File: config.mk
export PLATFORM = sky130hd
export DESIGN_NAME = pong_link_tx_sched_flat
export DESIGN_NICKNAME = d
export VERILOG_FILES = /design/src/rtl/pong_link_tx_sched_pkg.sv /design/src/rtl/pong_link_tx_sched_if.sv /design/src/rtl/pong_link_tx_sched.sv /design/src/flat_wrapper.sv
export SDC_FILE = /design/constraint.sdc
export NUM_CORES = 1
export LEC_CHECK = 0
export CAP_MARGIN = 20
export CELL_PAD_IN_SITES_DETAIL_PLACEMENT = 1
export CELL_PAD_IN_SITES_GLOBAL_PLACEMENT = 2
export CORE_ASPECT_RATIO = 2
export CORE_MARGIN = 5
export CORE_UTILIZATION = 30
export CTS_CLUSTER_SIZE = 8
export DETAILED_ROUTE_END_ITERATION = 6
export GPL_ROUTABILITY_DRIVEN = 0
export PLACE_DENSITY_LB_ADDON = 0.1
export SLEW_MARGIN = 40
export SYNTH_ARGS = -nofsm -noshare
export SYNTH_HDL_FRONTEND = slang
export SYNTH_SLANG_ARGS = --single-unit
File: constraint.sdc
create_clock -name clk -period 2.1 [get_ports clk]
set_input_delay 0.42 -clock clk [delete_from_list [all_inputs] [get_ports clk]]
set_output_delay 0.42 -clock clk [all_outputs]
set_load 0.05 [all_outputs]
File: src/rtl/pong_link_tx_sched_pkg.sv
// pong_link_pkg: shared header bytes, packet sizes, mode decode and FSM states for the game link
package pong_link_pkg;
  localparam logic [7:0] HDR_MASTER_DEF = 8'hA5;
  localparam logic [7:0] HDR_SLAVE_DEF  = 8'h5A;
  localparam int unsigned N_MASTER_CHK   = 8;
  localparam int unsigned N_MASTER_NOCHK = 7;
  localparam int unsigned N_SLAVE_CHK    = 4;
  localparam int unsigned N_SLAVE_NOCHK  = 3;
  typedef enum logic [1:0] {MODE_MASTER, MODE_SLAVE, MODE_SINGLE} mode_e;
  typedef enum logic [1:0] {ST_IDLE, ST_SEND, ST_DONE} state_e;
  function automatic mode_e decode_mode(input logic [2:1] sw);
    return sw[2] ? MODE_SLAVE : (sw[1] ? MODE_SINGLE : MODE_MASTER);
  endfunction
endpackage

File: src/rtl/pong_link_tx_sched_if.sv
// pong_link_tx_sched_if: byte valid/ready handshake towards the UART transmitter
interface pong_link_tx_sched_if;
  logic [7:0] tx_data;
  logic       tx_valid;
  logic       tx_ready;
  modport master (output tx_data, tx_valid, input tx_ready);
  modport slave  (input tx_data, tx_valid, output tx_ready);
endinterface

File: src/rtl/pong_link_tx_sched.sv
// pong_link_tx_sched: per-frame game state snapshot serialized as a byte packet to the UART TX.
// PONG_LINK_CHECKSUM_EN appends an XOR checksum byte over the payload.
module pong_link_tx_sched
  import pong_link_pkg::*;
#(
  parameter logic [7:0] HDR_MASTER = HDR_MASTER_DEF,
  parameter logic [7:0] HDR_SLAVE  = HDR_SLAVE_DEF
) (
  input  logic                        clk,
  input  logic                        rst,
  input  logic                        frame_tick,
  input  logic [2:1]                  sw,
  input  logic [10:0]                 x_ball,
  input  logic [9:0]                  y_ball,
  input  logic [9:0]                  y_paddle,
  pong_link_tx_sched_if.master        tx,
  output logic                        busy,
  output logic                        frame_sent,
  output logic                        overrun
);
  localparam logic [1:0] IDLE = ST_IDLE;
  localparam logic [1:0] SEND = ST_SEND;
  localparam logic [1:0] DONE = ST_DONE;
`ifdef PONG_LINK_CHECKSUM_EN
  localparam logic [2:0] LAST_M = 3'(N_MASTER_CHK - 1);
  localparam logic [2:0] LAST_S = 3'(N_SLAVE_CHK - 1);
`else
  localparam logic [2:0] LAST_M = 3'(N_MASTER_NOCHK - 1);
  localparam logic [2:0] LAST_S = 3'(N_SLAVE_NOCHK - 1);
`endif
  logic [1:0]  state_q, state_d;
  logic [2:0]  idx_q, idx_d, idx_n;
  logic [10:0] x_q, x_d;
  logic [9:0]  y_q, y_d, p_q, p_d;
  logic        slave_q, slave_d;
  logic [7:0]  data_q, data_d, nxt_byte, chk_nxt;
  logic        valid_q, valid_d, busy_q, busy_d, sent_q, sent_d, ovr_q, ovr_d;
  logic        accept, last, start;
  mode_e       mode;
  assign mode   = decode_mode(sw);
  assign accept = valid_q && tx.tx_ready;
  assign last   = idx_q == (slave_q ? LAST_S : LAST_M);
  assign start  = state_q == IDLE && frame_tick && mode != MODE_SINGLE;
  assign idx_n  = idx_q + 3'd1;
`ifdef PONG_LINK_CHECKSUM_EN
  logic [7:0] chk_q, chk_d;
  // the byte being accepted now is folded in so the checksum is ready as the very next byte
  assign chk_nxt = chk_q ^ (idx_q != 3'd0 ? data_q : 8'h00);
  assign chk_d   = start ? 8'h00 : (accept ? chk_nxt : chk_q);
  always_ff @(posedge clk or posedge rst)
    if (rst) chk_q <= 8'h00;
    else     chk_q <= chk_d;
`else
  assign chk_nxt = 8'h00;
`endif
  always_comb begin
    nxt_byte = chk_nxt;
    if (slave_q)
      case (idx_n)
        3'd1:    nxt_byte = {6'b0, p_q[9:8]};
        3'd2:    nxt_byte = p_q[7:0];
        default: nxt_byte = chk_nxt;
      endcase
    else
      case (idx_n)
        3'd1:    nxt_byte = {5'b0, x_q[10:8]};
        3'd2:    nxt_byte = x_q[7:0];
        3'd3:    nxt_byte = {6'b0, y_q[9:8]};
        3'd4:    nxt_byte = y_q[7:0];
        3'd5:    nxt_byte = {6'b0, p_q[9:8]};
        3'd6:    nxt_byte = p_q[7:0];
        default: nxt_byte = chk_nxt;
      endcase
  end
  always_comb begin
    state_d = state_q;
    idx_d   = idx_q;
    x_d     = x_q;
    y_d     = y_q;
    p_d     = p_q;
    slave_d = slave_q;
    data_d  = data_q;
    valid_d = valid_q;
    sent_d  = 1'b0;
    ovr_d   = frame_tick && state_q != IDLE;
    if (start) begin
      state_d = SEND;
      idx_d   = 3'd0;
      x_d     = x_ball;
      y_d     = y_ball;
      p_d     = y_paddle;
      slave_d = mode == MODE_SLAVE;
      data_d  = mode == MODE_SLAVE ? HDR_SLAVE : HDR_MASTER;
      valid_d = 1'b1;
    end else if (state_q == SEND && accept) begin
      state_d = last ? DONE : SEND;
      valid_d = !last;
      sent_d  = last;
      idx_d   = last ? idx_q : idx_n;
      data_d  = last ? data_q : nxt_byte;
    end else if (state_q == DONE) begin
      state_d = IDLE;
    end
    busy_d = state_d != IDLE;
  end
  always_ff @(posedge clk or posedge rst)
    if (rst) begin
      state_q <= IDLE;
      idx_q   <= 3'd0;
      x_q     <= '0;
      y_q     <= '0;
      p_q     <= '0;
      slave_q <= 1'b0;
      data_q  <= 8'h00;
      valid_q <= 1'b0;
      busy_q  <= 1'b0;
      sent_q  <= 1'b0;
      ovr_q   <= 1'b0;
    end else begin
      state_q <= state_d;
      idx_q   <= idx_d;
      x_q     <= x_d;
      y_q     <= y_d;
      p_q     <= p_d;
      slave_q <= slave_d;
      data_q  <= data_d;
      valid_q <= valid_d;
      busy_q  <= busy_d;
      sent_q  <= sent_d;
      ovr_q   <= ovr_d;
    end
  assign tx.tx_data  = data_q;
  assign tx.tx_valid = valid_q;
  assign busy        = busy_q;
  assign frame_sent  = sent_q;
  assign overrun     = ovr_q;
endmodule

File: src/flat_wrapper.sv
// flat-port wrapper written by rule: the top's interface ports become plain ports
module pong_link_tx_sched_flat import pong_link_pkg::*;
#(
  parameter logic [7:0] HDR_MASTER = HDR_MASTER_DEF,
  parameter logic [7:0] HDR_SLAVE  = HDR_SLAVE_DEF
)
  (clk, rst, frame_tick, sw, x_ball, y_ball, y_paddle, busy, frame_sent, overrun, tx_tx_data, tx_tx_valid, tx_tx_ready);
  pong_link_tx_sched_if tx_i ();
  input  logic clk;
  input  logic rst;
  input  logic frame_tick;
  input  logic [2:1] sw;
  input  logic [10:0] x_ball;
  input  logic [9:0] y_ball;
  input  logic [9:0] y_paddle;
  output logic busy;
  output logic frame_sent;
  output logic overrun;
  output wire logic [$bits(tx_i.tx_data)-1:0] tx_tx_data;
  output wire logic [$bits(tx_i.tx_valid)-1:0] tx_tx_valid;
  input wire logic [$bits(tx_i.tx_ready)-1:0] tx_tx_ready;
  assign tx_tx_data = tx_i.tx_data;
  assign tx_tx_valid = tx_i.tx_valid;
  assign tx_i.tx_ready = tx_tx_ready;
  pong_link_tx_sched #(.HDR_MASTER(HDR_MASTER), .HDR_SLAVE(HDR_SLAVE)) u_core (.clk(clk), .rst(rst), .frame_tick(frame_tick), .sw(sw), .x_ball(x_ball), .y_ball(y_ball), .y_paddle(y_paddle), .tx(tx_i), .busy(busy), .frame_sent(frame_sent), .overrun(overrun));
endmodule
Word-level counts from Yosys, hierarchy flattened
Index checks and enable logic that the tools add are counted.
{"block": "word_totals", "regBits": 49, "inputBits": 37, "out_inout_bits": 12, "wordCells": 56}
{"block": "op_classes", "add_sub_neg": 1, "eq_ne": 12, "mux": 21, "reduce_logical": 11}
{"operator": "one-hot mux 8 bit (6 select lines)", "count": 1}
{"operator": "two-way mux 8 bit", "count": 5}
{"operator": "one-hot mux 8 bit (2 select lines)", "count": 1}
{"operator": "two-way mux 2 bit", "count": 6}
{"operator": "two-way mux 3 bit", "count": 4}
{"operator": "equality test 3 bit (second input constant)", "count": 3}
{"operator": "equality test 3 x 2 -> 1 bit (second input constant)", "count": 2}
{"operator": "nonzero test 2 bit", "count": 3}
{"operator": "logical AND 1 bit", "count": 5}
{"operator": "equality test 2 x 1 -> 1 bit (second input constant)", "count": 2}
{"operator": "two-way mux 1 bit", "count": 4}
{"operator": "!= test 2 bit (second input constant)", "count": 2}
{"operator": "adder 3 x 1 -> 3 bit (second input constant)", "count": 1}
{"operator": "equality test 3 x 1 -> 1 bit (second input constant)", "count": 1}
{"operator": "equality test 3 bit", "count": 1}
{"operator": "equality test 2 bit (second input constant)", "count": 1}
{"operator": "zero test 2 bit", "count": 1}
{"operator": "AND reduction 2 bit", "count": 1}
{"operator": "zero test 1 bit", "count": 1}

Depth between registers and ports, before layout
Gate-level depths: netlist of the first run.
{"block": "depth", "depth_word": 7, "depth_mapped": 7, "mapped_depth_nobuf": 6}

Worst setup path before layout of the first run
Ideal clock, no wire load.
{"block": "synth_timing", "kind": "reg-to-reg", "from": "register u_core.valid_q, in the netlist u_core.tx.tx_valid", "to": "register u_core.data_q[2], in the netlist u_core.tx.tx_data[2]", "setup_ns": 0.122, "arrival_ns": 1.693, "t_required_ns": 1.978, "setup_slack_ns": 0.286, "stages_incl_launch_ff": 6, "path_buffers": 1, "synth_period_minus_slack_ns": 1.814, "path_cell_list": "dfrtp_1 and4b_1 a21bo_2 buf_2 a21o_1 a32o_1"}
{"block": "synth_between", "elab_chain_cells": 4}
{"element": "start: declaration", "line_no": "pong_link_tx_sched.sv:37", "text": "logic valid_q, valid_d, busy_q, busy_d, sent_q, sent_d, ovr_q, ovr_d;"}
{"element": "start signal: assignment", "line_no": "pong_link_tx_sched.sv:127", "text": "valid_q <= valid_d;"}
{"element": "logical AND 1 bit", "line_no": "pong_link_tx_sched.sv:41", "text": "assign accept = valid_q && tx.tx_ready;"}
{"element": "logical AND 1 bit", "line_no": "pong_link_tx_sched.sv:95", "text": "end else if (state_q == SEND && accept) begin"}
{"element": "nonzero test 2 bit (no source line)"}
{"element": "AND reduction 2 bit (no source line)"}
{"element": "end signal: assignment", "line_no": "pong_link_tx_sched.sv:126", "text": "data_q <= data_d;"}
{"element": "end: declaration", "line_no": "pong_link_tx_sched.sv:36", "text": "logic [7:0] data_q, data_d, nxt_byte, chk_nxt;"}
No other way between the ends.
A chain may end at the register's enable or synchronous reset.

Worst setup path in the final report of the first run
{"block": "layout_timing", "from": "register u_core.idx_q[0]", "to": "register u_core.data_q[3], in the netlist u_core.tx.tx_data[3]"}
{"block": "layout_between", "elab_chain_cells": 7, "elab_cells_between_ends": 16, "cone_classes": "1 x add/sub; 8 x eq/ne; 6 x mux; 1 x reduce/logical"}
{"element": "start: declaration", "line_no": "pong_link_tx_sched.sv:32", "text": "logic [2:0] idx_q, idx_d, idx_n;"}
{"element": "start signal: assignment", "line_no": "pong_link_tx_sched.sv:121", "text": "idx_q <= idx_d;"}
{"element": "adder 3 x 1 -> 3 bit", "line_no": "pong_link_tx_sched.sv:44", "text": "assign idx_n = idx_q + 3'd1;"}
{"element": "equality test 3 bit (tied with other cells)", "line_no": "pong_link_tx_sched.sv:65", "text": "case (idx_n)"}
{"element": "one-hot mux 8 bit (6 select lines) / one-hot mux 8 bit (2 select lines) (equally long branches)", "line_no": "pong_link_tx_sched.sv:65, pong_link_tx_sched.sv:59"}
{"element": "two-way mux 8 bit", "line_no": "pong_link_tx_sched.sv:58", "text": "if (slave_q)"}
{"element": "two-way mux 8 bit", "line_no": "pong_link_tx_sched.sv:100", "text": "data_d = last ? data_q : nxt_byte;"}
{"element": "two-way mux 8 bit", "line_no": "pong_link_tx_sched.sv:95"}
{"element": "two-way mux 8 bit", "line_no": "pong_link_tx_sched.sv:86", "text": "if (start) begin"}
Several ways; a longest one is shown, not always the timed one. The select of a mux whose other input is x is not followed.

==> out/metrics.yaml, run 1 <==
status:
  status: "finished clean"
pwr:
  switching_share_pct: 40.76
  p_leak_uw: 0.001481
  internal_power_uw: 2769
  p_clk_share_pct: 18.0
  peakVddDrop_uv: 562.1
  p_per_area_nw_per_um2: 1486
  comb_power_share_pct: 45.8
  p_seq_share_pct: 36.2
  power_switching_uw: 1906
finish:
  antennaDiodeCount: 0
  area_growth_pct: 36.19
  layout_common_cells: "nand2_1 (104), dfrtp_1 (49), clkdlybuf4s50_1 (48), buf_4 (10)"
  final_common_cell: "nand2_1"
  n_fill_cell: 876
  drive_gt1_share_pct: 9.446
  fin_cells: 401
  fin_nets: 348
timing:
  skew_ns: 0.004198
  rsz0062_at_grt: "no"
  finalHoldViolations: 0
  max_freq_mhz: 524.6
  setup-tns-final_ns: 0
  fin_crit_ns: 1.906
  tightestPinTransition_ns: 0.5118
  fin_crit_sh_pct: 90.78
  whs_ns: 0.4418
  finalSetupViolCount: 0
  drv_slew: 0
  max-slew-margin-rel_pct: 65.77
grt:
  grtUsageTotal_pct: 14.55
  antenna_found_initial: 0
  grt-ovfl-total: 0
  grt_max_degree: 38
  grt_pass1_vias: 2112
  grt_pass1_wl_um: 10800
floorplanning:
  initial_core_util_pct: 30.61
  die_area_um2: 9661
  rows: 45
  core_area_um2: 7545
  die_width_um: 72.05
  die_h_um: 134.1
  num_io_pins: 49
worst_setup_path:
  worstSetupPathType: "flop to flop"
  worstSetupStartpointType: "flop"
  crit_arrival_ns: 2.08
  worstPathRequired_ns: 2.28
  r2r.worst_path.cells: 5
  end_kind: "flop"
  crit_fanout: 6
cts:
  cts-hold-fix-buffers: 0
  numCtsBuffers: 5
  htree_levels: 2
  clock_path_buffers: 2
  clk_latency_ns: 0.29
  path_clk_slew_ns: 0.06
  postCtsSetupBuffers: 0
  root_buffer: "clkbuf_16"
  clock_sinks: 49
  cts_tree: "yes"
  cts_repair_resize_count: 0
synthesis:
  synth-async-reset-ratio_pct: 100.0
  synth-seq-cells: 49
  yosysSeqAreaShare_pct: 53.09
  syn_area_um2: 2310
  synth_ff_type: "dfrtp_1"
  yosys.area.top_type: "dfrtp_1"
  synthTopCellsByArea: "dfrtp_1 (53%), nand2_1 (17%), a32o_1 (3.0%), ha_1 (2.7%), a22oi_1 (2.6%)"
  yosysWarnings: 0
  synth_cell_types: 34
  synth_cells: 251
  syn_avg_cell_area_um2: 9.202
  syn_nets: 293
  yosys.area.top_type_share_pct: 53.09
  synth_edf_count: 0
detailed_routing:
  drt_iter0_markers: 62
  drc: 0
  dr.pass1.iters: 4
  wl_um: 6455
  vias: 1962
  wl_per_cell_um: 16.10
  avgViaCountPerCell: 4.893
  ant_nets: 0
place:
  hpwl_um: 4937
  dp.cells: 393
  io_buffer_count: 48
worst_hold_path:
  hp-class: "input port to asynchronous set/reset pin"
flow_run:
  maxCapViolCount: 0
[power by group through the flow]
| stage | sequential [uW] | combinational, uW | clock [uW] |
|---|---|---|---|
| floorplan | 1960 | 1140 | 0 |
| global placement | 1720 | 2130 | 0 |
| detailed placement | 1720 | 2170 | 0 |
| CTS | 1700 | 2180 | 878 |
| global route | 1750 | 2370 | 908 |
| finish | 1690 | 2140 | 840 |
[worst paths after layout]
kind / from / to / slack (ns)
worst max register to register: u_core.idx_q[0]$_DFFE_PP0P_ / u_core.tx.tx_data[3]$_DFFE_PP0P_ / 0.19
max in group asynchronous: rst / u_core.p_q[9]$_DFFE_PP0P_ / 1.21
worst max-delay path: u_core.idx_q[0]$_DFFE_PP0P_ / u_core.tx.tx_data[3]$_DFFE_PP0P_ / 0.19
worst min-delay path: rst / u_core.frame_sent$_DFF_PP0_ / 0.44
worst min register to register: u_core.y_q[1]$_DFFE_PP0P_ / u_core.y_q[1]$_DFFE_PP0P_ / 0.47
min in group clk: u_core.y_q[1]$_DFFE_PP0P_ / u_core.y_q[1]$_DFFE_PP0P_ / 0.47
[registers in the layout (all words and copies together) (netlist names)]
| signal | cells |
|---|---|
| u_core.x_q | 11 |
| u_core.p_q | 10 |
| u_core.y_q | 10 |
| u_core.tx.tx_data | 8 |
| u_core.idx_q | 3 |
| u_core.state_q | 2 |
| u_core.busy | 1 |
| u_core.frame_sent | 1 |
| u_core.overrun | 1 |
| u_core.slave_q | 1 |
| u_core.tx.tx_valid | 1 |
[stage by stage]
step / utilization (%) / area [um^2] / setup WS [ns] / total power (uW)
after CTS: 41.69 / 3146 / 0.1632 / 4764
after global placement: 39.60 / 2988 / 0.08455 / 3849
after global routing: 41.69 / 3146 / 0.1130 / 5026
final: 41.69 / 3146 / 0.1937 / 4675
after detailed placement: 39.60 / 2988 / 0.03112 / 3887
after floorplan: - / 2310 / 0.2857 / 3100
[metal layers]
layer	vias to the layer above	wire [um]	GRT usage (%)	part of all wire, %
met5	-	0	0	0
met4	0	109	5.021	1.7
met3	7	267	2.401	4.1
met2	38	3565	27.10	55
met1	954	2512	16.18	39
li1	963	-	-	-
[synthesized netlist by cell type (2+ instances only)]
master,instances
o21ai_0,9
ha_1,5
o31ai_1,2
or3_1,5
a222oi_1,2
a22oi_1,8
buf_2,5
inv_1,5
nand3_1,9
o211ai_1,2
a32o_1,7
clkbuf_1,7
nor2_1,2
and2_1,3
a21oi_1,3
a21o_1,5
nand2_1,104
dfrtp_1,49
mux2i_1,2
a221oi_2,2
nand2b_1,2
[critical path, cell delays in order (launching register included)]
cell	delay (ns)
dfrtp_1	0.43
ha_1	0.29
xnor2_2	0.27
mux2i_1	0.40
a221oi_2	0.16
a32o_1	0.24
[layout make-up]
type,count,area (um^2),share of cell area [%]
Sequential cell,49,1226,38.98
Multi-Input combinational cell,184,1010,32.10
Timing Repair Buffer,61,615.6,19.57
Clock buffer,7,152.6,4.853
Tap cell,94,117.6,3.739
Inverter,5,18.77,0.5967
Clock inverter,1,5.005,0.1591
[logic make-up after synthesis]
group / synth area share [%]
muxes: 1.354
buffers and inverters: 3.196
and+or+nand+nor: 23.19
xor gates and xnor gates: 1.084
DFF: 53.09
adders and majority gates: 2.709
AOI/OAI and AO/OA: 15.38
No activity file was read; power rests on OpenSTA's default activity.
==> inputs of run 2 (changes only) <==
CORE_UTILIZATION = 27   (was 30)
clock period = 1.58 ns   (was 2.1 ns; I/O delays follow)
==> run 2 against run 1 <==
The run now ends with setup timing left. Highest routed layer unchanged. Utilization up 0.34 points. Cell count rose by 6.7%. Via count up 6.0%. Clock-buffer cell count did not move. Largest power group unchanged. Worst hold slack lost 0.17 ns.
==> out/metrics.yaml, run 2 (synthesis results as in run 1) <==
pwr:
  peakVddDrop_uv: 684.7  # +22%
  p_per_area_nw_per_um2: 2039  # +37%
  p_leak_uw: 0.001648  # +11%
timing:
  fin_crit_sh_pct: 108.1  # +17 points
  finalWorstSetupSlack_ns: -0.1286  # -0.3222 ns
  drv_slew: 0  # unchanged
  finalHoldViolations: 0  # unchanged
  finalSetupViolCount: 9  # +9
  rsz0062_at_grt: "yes"
  tightestPinTransition_ns: 0.3104  # -0.2014 ns
  fin_crit_ns: 1.709  # -0.1978 ns
  max-slew-margin-rel_pct: 79.23  # +13 points
  setup-tns-final_ns: -0.9895  # -0.9895 ns
  skew_ns: 0.005364  # +0.001166 ns
  max_freq_mhz: 585.3  # +12%
flow_run:
  maxCapViolCount: 0  # unchanged
detailed_routing:
  dr.pass1.iters: 4  # unchanged
  wl_um: 6976  # +8.1%
  vias: 2079  # +6.0%
  avgViaCountPerCell: 4.857  # -0.72%
  drt_iter0_markers: 59  # -4.8%
  drc: 0  # unchanged
  wl_per_cell_um: 16.30  # +1.3%
  ant_nets: 0  # unchanged
worst_setup_path:
  worstPathCellList: "ha_4, xnor2_4, mux2i_4, a221oi_2, a32o_1"
  worst_r2r_endpoint: "u_core.tx.tx_data[3]$_DFFE_PP0P_"
  cpPeakStageDelay_ns: 0.45  # +0.02 ns
  worstSetupStartpointType: "flop"
  end_kind: "flop"
  slowest_stage: "dfrtp_2"
  r2r-start: "u_core.idx_q[1]$_DFFE_PP0P_"
  worstPathRequired_ns: 1.76  # -0.52 ns
  crit_fanout: 5  # -1
  r2r.worst_path.cells: 5  # unchanged
  crit_arrival_ns: 1.89  # -0.19 ns
  cp-startpoint: "u_core.idx_q[1]$_DFFE_PP0P_"
  worstSetupPathType: "flop to flop"
  r2r_slack_ns: -0.13  # -0.32 ns
finish:
  n_fill_cell: 961  # +9.7%
  reg_top3: "u_core.x_q (11), u_core.p_q (10), u_core.y_q (10)"
  final_area_um2: 3510  # +12%
  final_common_cell: "nand2_1"
  largest_reg_flops: 11  # unchanged
  top_register: "u_core.x_q"
  fin_nets: 371  # +6.6%
  layout_common_cells: "nand2_1 (104), dfrtp_1 (46), clkdlybuf4s50_1 (36), buf_4 (31), buf_12 (12)"
  final_core_util_pct: 42.03  # +0.34 points
  antennaDiodeCount: 0  # unchanged
  drive_gt1_share_pct: 24.24  # +15 points
  area_growth_pct: 51.95
  fin_cells: 428  # +6.7%
cts:
  clock_path_buffers: 2  # unchanged
  cts_tree: "yes"
  clock_sinks: 49  # unchanged
  numCtsBuffers: 5  # unchanged
  root_buffer: "clkbuf_16"
  cts-hold-fix-buffers: 0  # unchanged
  path_clk_slew_ns: 0.06  # about the same
  clk_latency_ns: 0.29  # about the same
  htree_levels: 2  # unchanged
grt:
  grt_pass1_wl_um: 11590  # +7.4%
  grt_max_degree: 38  # unchanged
  grt_pass1_vias: 2278  # +7.9%
  grt-ovfl-total: 0  # unchanged
  antenna_found_initial: 0  # unchanged
  grtUsageTotal_pct: 14.55  # about the same
floorplanning:
  num_io_pins: 49  # unchanged
  die_h_um: 140.8  # +5.0%
  initial_core_util_pct: 27.66  # -3.0 points
  die_width_um: 75.40  # +4.7%
  rows: 47  # +4.4%
  die_area_um2: 10620  # +9.9%
  core_area_um2: 8351  # +11%
worst_hold_path:
  hp-class: "input port to asynchronous set/reset pin"
status:
  violations: "setup timing"
  status: "finished with violations"
place:
  hpwl_um: 5393  # +9.2%
  placed_cell_area_um2: 3262  # +9.2%
  dp.cells: 417  # +6.1%
  io_buffer_count: 48  # unchanged
run 2: cell count changes in the layout (fill, tap and decap cells not counted), moves of 4 or more:
cell,change
clkdlybuf4s50_1,-12
ha_1,-4
buf_12,+9
buf_6,+5
buf_4,+21
run 2: how the worst max path moves through the flow:
stage	end	slack [ns]	cells past startpoint
floorplan	u_core.tx.tx_data[3]$_DFFE_PP0P_	-0.05	5
global placement	u_core.idx_q[2]$_DFFE_PP0P_	-0.34	6
detailed placement	u_core.idx_q[2]$_DFFE_PP0P_	-0.37	6
CTS	u_core.tx.tx_data[3]$_DFFE_PP0P_	-0.15	5
global route	u_core.tx.tx_data[6]$_DFFE_PP0P_	-0.19	5
finish	u_core.tx.tx_data[3]$_DFFE_PP0P_	-0.13	5
run 2: worst max-delay path, delay by kind of cell (launching register included):
kind	cells	cell delay [ns]
xor+xnor	1	0.27
compound gates	2	0.34
flops	1	0.45
fa+ha+maj	1	0.19
mux	1	0.34
run 2: repair_timing:
item,4_1_cts,5_1_grt
hold endpoints to repair,0,0
pin swaps,14,8
cloned,0,0
resized for setup,15,9
endpoints found under the setup margin,9,37
buffers inserted,3,0
run 2: layout make-up:
class / instances / area, um^2 / area share [%]
clock buffer: 7 / 132.6 / 3.779
timing repair buffer: 84 / 889.6 / 25.35
multi-input combinational: 184 / 1111 / 31.66
inverter: 5 / 18.77 / 0.5348
clock inverter: 1 / 5.005 / 0.1426
tap: 98 / 122.6 / 3.494
sequential: 49 / 1230 / 35.04
run 2: per-layer routing:
metal	wire length [um]	track usage (%)	vias up
li1	-	-	1010
met1	2767	16.87	1012
met2	3679	24.35	43
met3	248	2.851	14
met4	280	7.650	0
met5	0	0	-
run 2: per-stage QoR:
| step | setup slack (ns) | power [uW] | hold slack, ns |
|---|---|---|---|
| 4_1_cts | -0.1483 | 7192 | 0.2781 |
| 5_1_grt | -0.1856 | 7688 | 0.2785 |
| 6_report | -0.1286 | 7157 | 0.2733 |
| 3_3_place_gp | -0.3362 | 5822 | 0.4626 |
| 3_5_place_dp | -0.3695 | 5896 | 0.4659 |
| 2_1_floorplan | -0.04534 | 4238 | 0.4214 |
run 2: power breakdown:
group	total, uW	internal, uW	switching [uW]
combinational	3800	1870	1930
sequential	2320	1840	479
clock	1030	586	448
total	7160	4300	2860
==> inputs of run 3 (changes only) <==
MAX_ROUTING_LAYER = met4   (was unset)
==> run 3 against run 2 <==
The flow still finishes with violations (setup timing). Die area unchanged. Worst setup slack barely moved. Global-route usage increased by 0.43 points. Power about the same. Largest power group unchanged.
==> out/metrics.yaml, run 3 (synthesis results as in run 1) <==
timing:
  skew_ns: 0.005316  # -0.00004835 ns
  fin_crit_sh_pct: 108.1  # about the same
  rsz0062_at_grt: "yes"
  drv_slew: 0  # unchanged
  max-slew-margin-rel_pct: 79.18  # about the same
  finalHoldViolations: 0  # unchanged
  fin_crit_ns: 1.708  # -0.0002770 ns
  finalWorstSetupSlack_ns: -0.1283  # +0.0002770 ns
  tightestPinTransition_ns: 0.3111  # +0.0006789 ns
  setup-tns-final_ns: -0.9958  # -0.006300 ns
  whs_ns: 0.2737  # +0.0003810 ns
  finalSetupViolCount: 9  # unchanged
  max_freq_mhz: 585.4  # about the same
cts:
  clock_path_buffers: 2  # unchanged
  root_buffer: "clkbuf_16"
  numCtsBuffers: 5  # unchanged
  cts_tree: "yes"
  clk_latency_ns: 0.29  # about the same
  cts-hold-fix-buffers: 0  # unchanged
  htree_levels: 2  # unchanged
  clock_sinks: 49  # unchanged
  path_clk_slew_ns: 0.06  # about the same
flow_run:
  maxCapViolCount: 0  # unchanged
detailed_routing:
  wl_per_cell_um: 16.30  # unchanged
  vias: 2084  # +0.24%
  avgViaCountPerCell: 4.869  # +0.24%
  drc: 0  # unchanged
  ant_nets: 0  # unchanged
  drt_iter0_markers: 59  # unchanged
  wl_um: 6976  # unchanged
  dr.pass1.iters: 4  # unchanged
worst_setup_path:
  worstSetupStartpointType: "flop"
  worstPathRequired_ns: 1.76  # about the same
  crit_fanout: 5  # unchanged
  crit_arrival_ns: 1.89  # about the same
  end_kind: "flop"
  worstSetupPathType: "flop to flop"
finish:
  antennaDiodeCount: 0  # unchanged
  fin_nets: 371  # unchanged
  area_growth_pct: 51.95  # unchanged
  fin_cells: 428  # unchanged
  n_fill_cell: 961  # unchanged
  layout_common_cells: "nand2_1 (104), dfrtp_1 (46), clkdlybuf4s50_1 (36), buf_4 (31), buf_12 (12)"
  top_register: "u_core.x_q"
  reg_top3: "u_core.x_q (11), u_core.p_q (10), u_core.y_q (10)"
  final_common_cell: "nand2_1"
  drive_gt1_share_pct: 24.24  # unchanged
  largest_reg_flops: 11  # unchanged
status:
  status: "finished with violations"
  violations: "setup timing"
grt:
  gr-usage-met3_pct: 2.780  # -0.071 points
  grt_max_degree: 38  # unchanged
  grtUsageTotal_pct: 14.98  # +0.43 points
  grt_pass1_wl_um: 11610  # +0.17%
  grt-ovfl-total: 0  # unchanged
  busiest_layer: "met2"
  met2_usage_pct: 24.49  # +0.14 points
  met1_usage_pct: 16.87  # unchanged
  grt_pass1_vias: 2274  # -0.18%
  antenna_found_initial: 0  # unchanged
pwr:
  p_per_area_nw_per_um2: 2041  # about the same
  total_power_uw: 7163  # about the same
  p_leak_uw: 0.001648  # unchanged
  peakVddDrop_uv: 684.7  # about the same
floorplanning:
  die_h_um: 140.8  # unchanged
  initial_core_util_pct: 27.66  # unchanged
  rows: 47  # unchanged
  num_io_pins: 49  # unchanged
  core_area_um2: 8351  # unchanged
  die_width_um: 75.40  # unchanged
  die_area_um2: 10620  # unchanged
place:
  io_buffer_count: 48  # unchanged
  hpwl_um: 5393  # unchanged
  dp.cells: 417  # unchanged
worst_hold_path:
  hp-class: "input port to asynchronous set/reset pin"
[run 3: critical path, stage by stage (launching register included)]
cell and delay (ns):
dfrtp_2 0.46, ha_4 0.19, xnor2_4 0.27, mux2i_4 0.34, a221oi_2 0.12, a32o_1 0.22
[run 3: metal layers]
layer,part of all wire (%),vias to the layer above,wire length (um)
li1,-,1009,-
met1,40,1020,2763
met2,53,43,3701
met3,3.4,12,238
met4,3.9,0,272
met5,0,-,0
[run 3: area by class of cell]
class	count	area [um^2]	share of cell area (%)
clock buffers	7	132.6	3.779
flip-flops and latches	49	1230	35.04
multi-input cells	184	1111	31.66
repair buffers	84	889.6	25.35
clock inverters	1	5.005	0.1426
well taps	98	122.6	3.494
inverters	5	18.77	0.5348
[run 3: power by group]
part / total (uW) / switching (uW) / internal, uW
Combinational: 3810 / 1940 / 1870
Sequential: 2320 / 482 / 1840
Clock: 1030 / 449 / 586
[run 3: timing repair]
item,in CTS,in global routing
resized for setup,15,9
buffers inserted,3,0
setup endpoints to repair,9,37
pin swaps,14,8
cloned,0,0
[run 3: worst paths after layout]
kind / startpoint / endpoint / slack, ns / depth (start not counted)
min reg2reg: u_core.y_q[8]$_DFFE_PP0P_ / u_core.y_q[8]$_DFFE_PP0P_ / 0.48 / 2
max reg2reg: u_core.idx_q[1]$_DFFE_PP0P_ / u_core.tx.tx_data[3]$_DFFE_PP0P_ / -0.13 / 5
min: rst / u_core.busy$_DFF_PP0_ / 0.27 / 2
min in group clk: u_core.y_q[8]$_DFFE_PP0P_ / u_core.y_q[8]$_DFFE_PP0P_ / 0.48 / 2
max: u_core.idx_q[1]$_DFFE_PP0P_ / u_core.tx.tx_data[3]$_DFFE_PP0P_ / -0.13 / 5
max in group asynchronous: rst / u_core.x_q[4]$_DFFE_PP0P_ / 0.89 / 3
[run 3: metrics by stage]
step	setup WS [ns]	utilization, %	area (um^2)
4_1_cts	-0.1483	41.67	3480
3_3_place_gp	-0.3362	39.06	3262
3_5_place_dp	-0.3695	39.06	3262
5_1_grt	-0.1905	42.03	3510
2_1_floorplan	-0.04534	-	2357
6_report	-0.1283	42.03	3510
